$ cat config.mk
export PLATFORM = sky130hd
export DESIGN_NAME = golay_multi_encoder
export DESIGN_NICKNAME = d
export VERILOG_FILES = /design/src/rtl/golay_pkg.sv /design/src/rtl/golay_lane_enc.sv /design/src/rtl/golay_multi_encoder.sv
export SDC_FILE = /design/constraint.sdc
export NUM_CORES = 1
export LEC_CHECK = 0
export CAP_MARGIN = 20
export CORE_ASPECT_RATIO = 0.6
export CORE_MARGIN = 3
export CORE_UTILIZATION = 58
export CTS_CLUSTER_DIAMETER = 150
export CTS_CLUSTER_SIZE = 30
export DETAILED_ROUTE_END_ITERATION = 8
export PLACE_DENSITY = 0.85
export SLEW_MARGIN = 20
export SYNTH_ARGS = -nofsm -noshare
export SYNTH_HDL_FRONTEND = slang
export SYNTH_HIERARCHICAL = 1
export SYNTH_SLANG_ARGS = --single-unit
$ cat constraint.sdc
create_clock -name clk_i -period 4.18 [get_ports clk_i]
set_input_delay 0.418 -clock clk_i [delete_from_list [all_inputs] [get_ports clk_i]]
set_output_delay 0.418 -clock clk_i [all_outputs]
set_load 0.01 [all_outputs]
$ cat src/rtl/golay_pkg.sv
// Shared constants, types and the Golay(23,12) parity function.
// Purely combinational helpers; no state lives here.
// Used by the lane encoder and the multi-lane top.
package golay_pkg;

  localparam int          C_K      = 12;
  localparam logic [11:0] C_POLY   = 12'hC75;
  localparam int          C_CW_MAX = 24;

  // One lane codeword at its widest (extended) size.
  typedef logic [C_CW_MAX-1:0] lane_cw_t;

  // Lane codeword width: 24 for extended, 23 for the perfect code.
  function automatic int cw_width(input int extended);
    return (extended != 0) ? 24 : 23;
  endfunction

  // data * x^11 mod g(x), shifted in MSB first through an 11-stage divider.
  function automatic logic [10:0] golay_parity(input logic [C_K-1:0] data);
    logic [10:0] rem;
    logic        fb;
    rem = '0;
    for (int i = C_K - 1; i >= 0; i--) begin
      fb  = data[i] ^ rem[10];
      rem = {rem[9:0], 1'b0};
      if (fb) rem = rem ^ C_POLY[10:0];
    end
    return rem;
  endfunction

endpackage

$ cat src/rtl/golay_lane_enc.sv
// Single-lane systematic Golay encoder: {data, parity[, even-weight bit]}.
// Latency: combinational, zero cycles.
// Backpressure: none; the caller decides when the result is captured.
module golay_lane_enc
  import golay_pkg::*;
#(
  parameter int G_EXTENDED = 1
) (
  input  logic [C_K-1:0]                    data,
  output logic [cw_width(G_EXTENDED)-1:0]   code
);

  localparam int CW = cw_width(G_EXTENDED);

  logic [22:0] base;
  lane_cw_t    full;

  assign base = {data, golay_parity(data)};

  // The overall parity bit appended last makes the 24-bit word even weight.
  if (G_EXTENDED != 0) begin : g_ext
    assign full = {base, ^base};
  end else begin : g_std
    assign full = {1'b0, base};
  end

  assign code = full[CW-1:0];

endmodule

$ cat src/rtl/golay_multi_encoder.sv
// Encodes G_LANES 12-bit lanes per strobe into a first-word-fall-through FIFO.
// Latency: accepted word is visible on valid_o the cycle after the accept edge.
// Backpressure: rdy_o = not full (never looks at ack_i); strobes while full are dropped and flagged.
module golay_multi_encoder
  import golay_pkg::*;
#(
  parameter int G_LANES    = 4,
  parameter int G_EXTENDED = 1,
  parameter int G_DEPTH    = 4
) (
  input  logic                               clk_i,
  input  logic                               rst_i,
  input  logic                               stb_i,
  input  logic [12*G_LANES-1:0]              payload_i,
  input  logic                               interleave_i,
  output logic                               rdy_o,
  output logic                               valid_o,
  output logic [(23+G_EXTENDED)*G_LANES-1:0] code_word_o,
  input  logic                               ack_i,
  output logic [15:0]                        words_o,
  output logic                               drop_o
);

  localparam int CW = cw_width(G_EXTENDED);
  localparam int W  = CW * G_LANES;
  localparam int AW = (G_DEPTH > 1) ? $clog2(G_DEPTH) : 1;

  logic [W-1:0]       enc_word;
  logic [W-1:0]       mem_cw [G_DEPTH];
  logic [G_DEPTH-1:0] mem_il;
  logic [AW-1:0]      wr_ptr;
  logic [AW-1:0]      rd_ptr;
  logic [AW:0]        count;
  logic               full;
  logic               push;
  logic               pop;
  logic [W-1:0]       head;
  logic [W-1:0]       head_il;

  for (genvar l = 0; l < G_LANES; l++) begin : g_lane
    golay_lane_enc #(.G_EXTENDED(G_EXTENDED)) u_enc (
      .data (payload_i[12*l +: 12]),
      .code (enc_word[CW*l +: CW])
    );
  end

  // rdy_o is held low during reset so a strobe in a reset cycle is never taken.
  assign full    = (count == (AW+1)'(G_DEPTH));
  assign rdy_o   = !full && !rst_i;
  assign valid_o = (count != '0);
  assign push    = stb_i && rdy_o;
  assign pop     = valid_o && ack_i;
  assign head    = mem_cw[rd_ptr];

  // Bit k of lane l moves to bit k*G_LANES+l so lanes alternate bit by bit.
  always_comb begin
    head_il = '0;
    for (int l = 0; l < G_LANES; l++) begin
      for (int k = 0; k < CW; k++) begin
        head_il[k*G_LANES + l] = head[CW*l + k];
      end
    end
  end

  assign code_word_o = !valid_o         ? '0      :
                       mem_il[rd_ptr]   ? head_il : head;

  // Storage is not reset; occupancy alone decides what is valid.
  always_ff @(posedge clk_i) begin
    if (push) begin
      mem_cw[wr_ptr] <= enc_word;
      mem_il[wr_ptr] <= interleave_i;
    end
  end

  // Pointers, occupancy, delivered-word counter and the sticky drop flag.
  always_ff @(posedge clk_i) begin
    if (rst_i) begin
      wr_ptr  <= '0;
      rd_ptr  <= '0;
      count   <= '0;
      words_o <= '0;
      drop_o  <= 1'b0;
    end else begin
      if (push) wr_ptr <= wr_ptr + AW'(1);
      if (pop) begin
        rd_ptr  <= rd_ptr + AW'(1);
        words_o <= words_o + 16'd1;
      end
      if (push && !pop)      count <= count + (AW+1)'(1);
      else if (!push && pop) count <= count - (AW+1)'(1);
      if (stb_i && !rdy_o) drop_o <= 1'b1;
    end
  end

endmodule

==> results.txt <==
Number of global-route vias before repair - 10,360
Via/cell ratio - 6.236
Cts hold-fix bufs - 0
Final nets - 1,323
Core Util, Final - 67.21%
Warnings, synthesis - 6
Lkg Pwr - 0.007006 uW
CP Cell Sequence - mux2i_1 > mux2i_4 > buf_4 > nand2_1 > a21oi_1 > clkdlybuf4s50_1
Post-Route WL - 44,520 um
Arr. time, crit path - 3320 ps
Num ports - 168
Register bit total from synthesis - 414
Worst-path clk slew - 110 ps
Clock skew - 9.663 ps
Chip width - 238.5 um
Unrepaired setup endpoints after global routing - false
Total vias in the final route - 10,510
Fmax - 267.5 MHz
Distinct cells, synth - 40
Syn_area_per_cell - 16.30 sq um
Core Area - 0.03153 sq mm
Simple-Gate Fraction of Synth Area - 5.282%
Max Cap Violations - 0
Routed wire length per instance - 26.42 um
Die height - 145.5 um
Xor/xnor cell area share of the yosys netlist - 11.16%
Setup CP Type - reg2out
Final Wtd Congestion - 0.9276
Clock Latency Late Sink - 510 ps
Antenna Nets Post-Route - 0
Hold Fails Final Rpt - 0
Power density cells - 601.2 mW/mm^2
Compound-cell area share of the yosys netlist - 3.220%
Final setup violation count - 0
Fin. max-slew vios - 0
Min-delay worst type - reg2reg
Crit start category - register
Synthesized cell area - 0.01881 sq mm
CTS sink count - 414
Starting Density - 59.65%
Sequential element share of the synthesized area - 64.71%
Share of flip-flops with an asynchronous set or reset - 0%
Synthesis-to-layout area growth - 12.67%
Root Driver - clkbuf_16
Sw power - 4288 uW
Net Sw Frac - 33.66%
Power consumption - 12,740 uW
CTS buffer count - 17
Adder-cell share of the synthesized area - 0.5056%
Required @ worst endpoint - 3760 ps
Grt ovf - 0
Mux cell area share after synthesis - 11.77%
Final WS setup - 441.7 ps
Rows - 50
Pin count of the biggest net entering global routing - 96
DR DRC count - 0
Pre-CTS setup slack - 1094 ps
Ys flop type - edfxtp_1
Pint - 8451 uW
Comb pwr share - 43.1%
Mapped Nets - 1,214
Status - complete, no violations
EDFF count, synth - 388
Initial antenna violation count - 4
Pre-Repair DR Iteration Count - 6
Main combinational cell family by area after synthesis - multiplexers
GRT Overall Usage - 25.72%
Max VDD drop - 0.3360 mV
Final Instance Area - 0.02119 sq mm
Placed Area - 0.02073 sq mm
Crit-path slowest cell - mux2i_4
Final period util - 89.43%
Post-DP HPWL - 30,700 um
Clock share of power - 15.0%
Post-CTS setup repair buffer count - 0
Pin slew with the least headroom to its limit - 1015 ps
Syn Inst Count - 1,154
CTS H-tree depth - 1
Die Area - 0.03470 sq mm
Period minus WS final - 3738 ps
Worst Path Max Fanout - 25
Critical path capture point type - primary output
First-pass GRT wire length - 66,830 um
Crit path largest cell delay - 810 ps
Layout cells sized above 1 - 13.41%
Maximum root-to-sink buffer count - 3
Setup TNS - 0 ps
Sequential Power Share - 41.9%
Normalized max-slew margin - 30.88%
CTS tree - built
# port buffers - 167
1st-iter DRT viols - 1,362
CTS-repair resized insts - 0
==> cell families (layout without fill, tap and decap cells) <==
| group | count (synthesis) | after routing |
|---|---|---|
| adder cells (fa/ha/maj) | 7 | 7 |
| multiplexers | 101 | 101 |
| AND/OR/NAND/NOR | 244 | 244 |
| flip-flops | 414 | 414 |
| AO/OA/AOI/OAI | 113 | 113 |
| buffers and inverters | 112 | 226 |
| XOR/XNOR | 163 | 163 |
| other | 0 | 1 |
==> through the flow <==
step	std cells	hold WS, ps
after floorplan	1154	490.2
after global placement	1660	454.2
after detailed placement	1660	475.4
after CTS	1684	486.1
after global routing	1685	530.3
final	1685	491.9
==> flip-flops by register name (all words and copies together) (netlist names), named ones only <==
| register | flops |
|---|---|
| mem_cw | 384 |
| wr_ptr | 2 |
| mem_il | 4 |
| words_o | 16 |
| count | 3 |
| drop_o | 1 |
| rd_ptr | 2 |
==> final timing paths <==
path                                   from         endpoint  slack [ps]  cells past startpoint
worst max-delay path              rd_ptr[0]  code_word_o[45]         440                      6
worst min-delay path            words_o[15]      words_o[15]         490                      2
worst max register to register     count[0]         count[2]        1550                      8
worst min register to register  words_o[15]      words_o[15]         490                      2
==> worst max-delay path, delay by kind of cell (launching register included) <==
kind / cells / cell delay [ps]
compound gates: 1 / 290
buf+inv: 2 / 970
flops: 1 / 450
mux: 2 / 980
simple gates: 1 / 100
==> layout make-up <==
class | count | area, sq um
Sequential cell | 414 | 12180
Fill cell | 2049 | 10340
Multi-Input combinational cell | 628 | 6037
Timing Repair Buffer | 195 | 1969
Tap cell | 416 | 520.5
Clock buffer | 23 | 447.9
Inverter | 7 | 26.28
Clock inverter | 1 | 8.758
Antenna cell | 1 | 2.502
==> synth_stat cells (all sizes together) (8+ instances only) <==
master  instances  area, sq um
xnor3          36        835.8
dfxtp          26        520.5
edfxtp        388        11650
xnor2          85        744.5
mux4           96         2162
nand3           9        45.04
xor3            8        190.2
nand2         193        724.4
buf            77        500.5
clkbuf         28        105.1
nor2           19        71.32
xor2           34        327.8
a21oi         102        510.5
==> routing by layer <==
metal | global-route usage [%] | wire length, um
met3 | 4.886 | 4194
met4 | 6.643 | 1394
met2 | 40.67 | 21100
met5 | 0 | 40
met1 | 37.66 | 17790
==> power by group through the flow <==
stage / clock network [uW] / registers [uW] / logic, uW
3_5_place_dp: 0 / 5430 / 5450
4_1_cts: 1940 / 5340 / 5490
3_3_place_gp: 0 / 5400 / 5360
5_1_grt: 2100 / 5370 / 5800
6_report: 1910 / 5330 / 5490
2_1_floorplan: 0 / 5320 / 3280
==> cells in the final DEF, fill, tap and decap left out, types with 2 or more instances in the layout <==
cell type / n
and3_1: 2
nand2_1: 193
xnor2_1: 85
nand3_1: 9
or3_1: 5
xnor3_4: 4
clkbuf_1: 6
xor2_2: 4
dfxtp_4: 2
a21oi_1: 102
nor2_1: 19
mux2i_1: 3
xor3_1: 8
xnor3_2: 8
buf_12: 7
xnor3_1: 24
buf_4: 21
dfxtp_1: 24
o31ai_1: 2
ha_1: 6
o21ai_0: 4
xor2_1: 30
clkbuf_16: 17
clkdlybuf4s50_1: 167
nand4_1: 2
mux4_2: 96
and2_1: 3
nor4_1: 2
inv_1: 7
and2_4: 4
edfxtp_1: 388
Note: power is estimated with default switching activity, not from simulation.
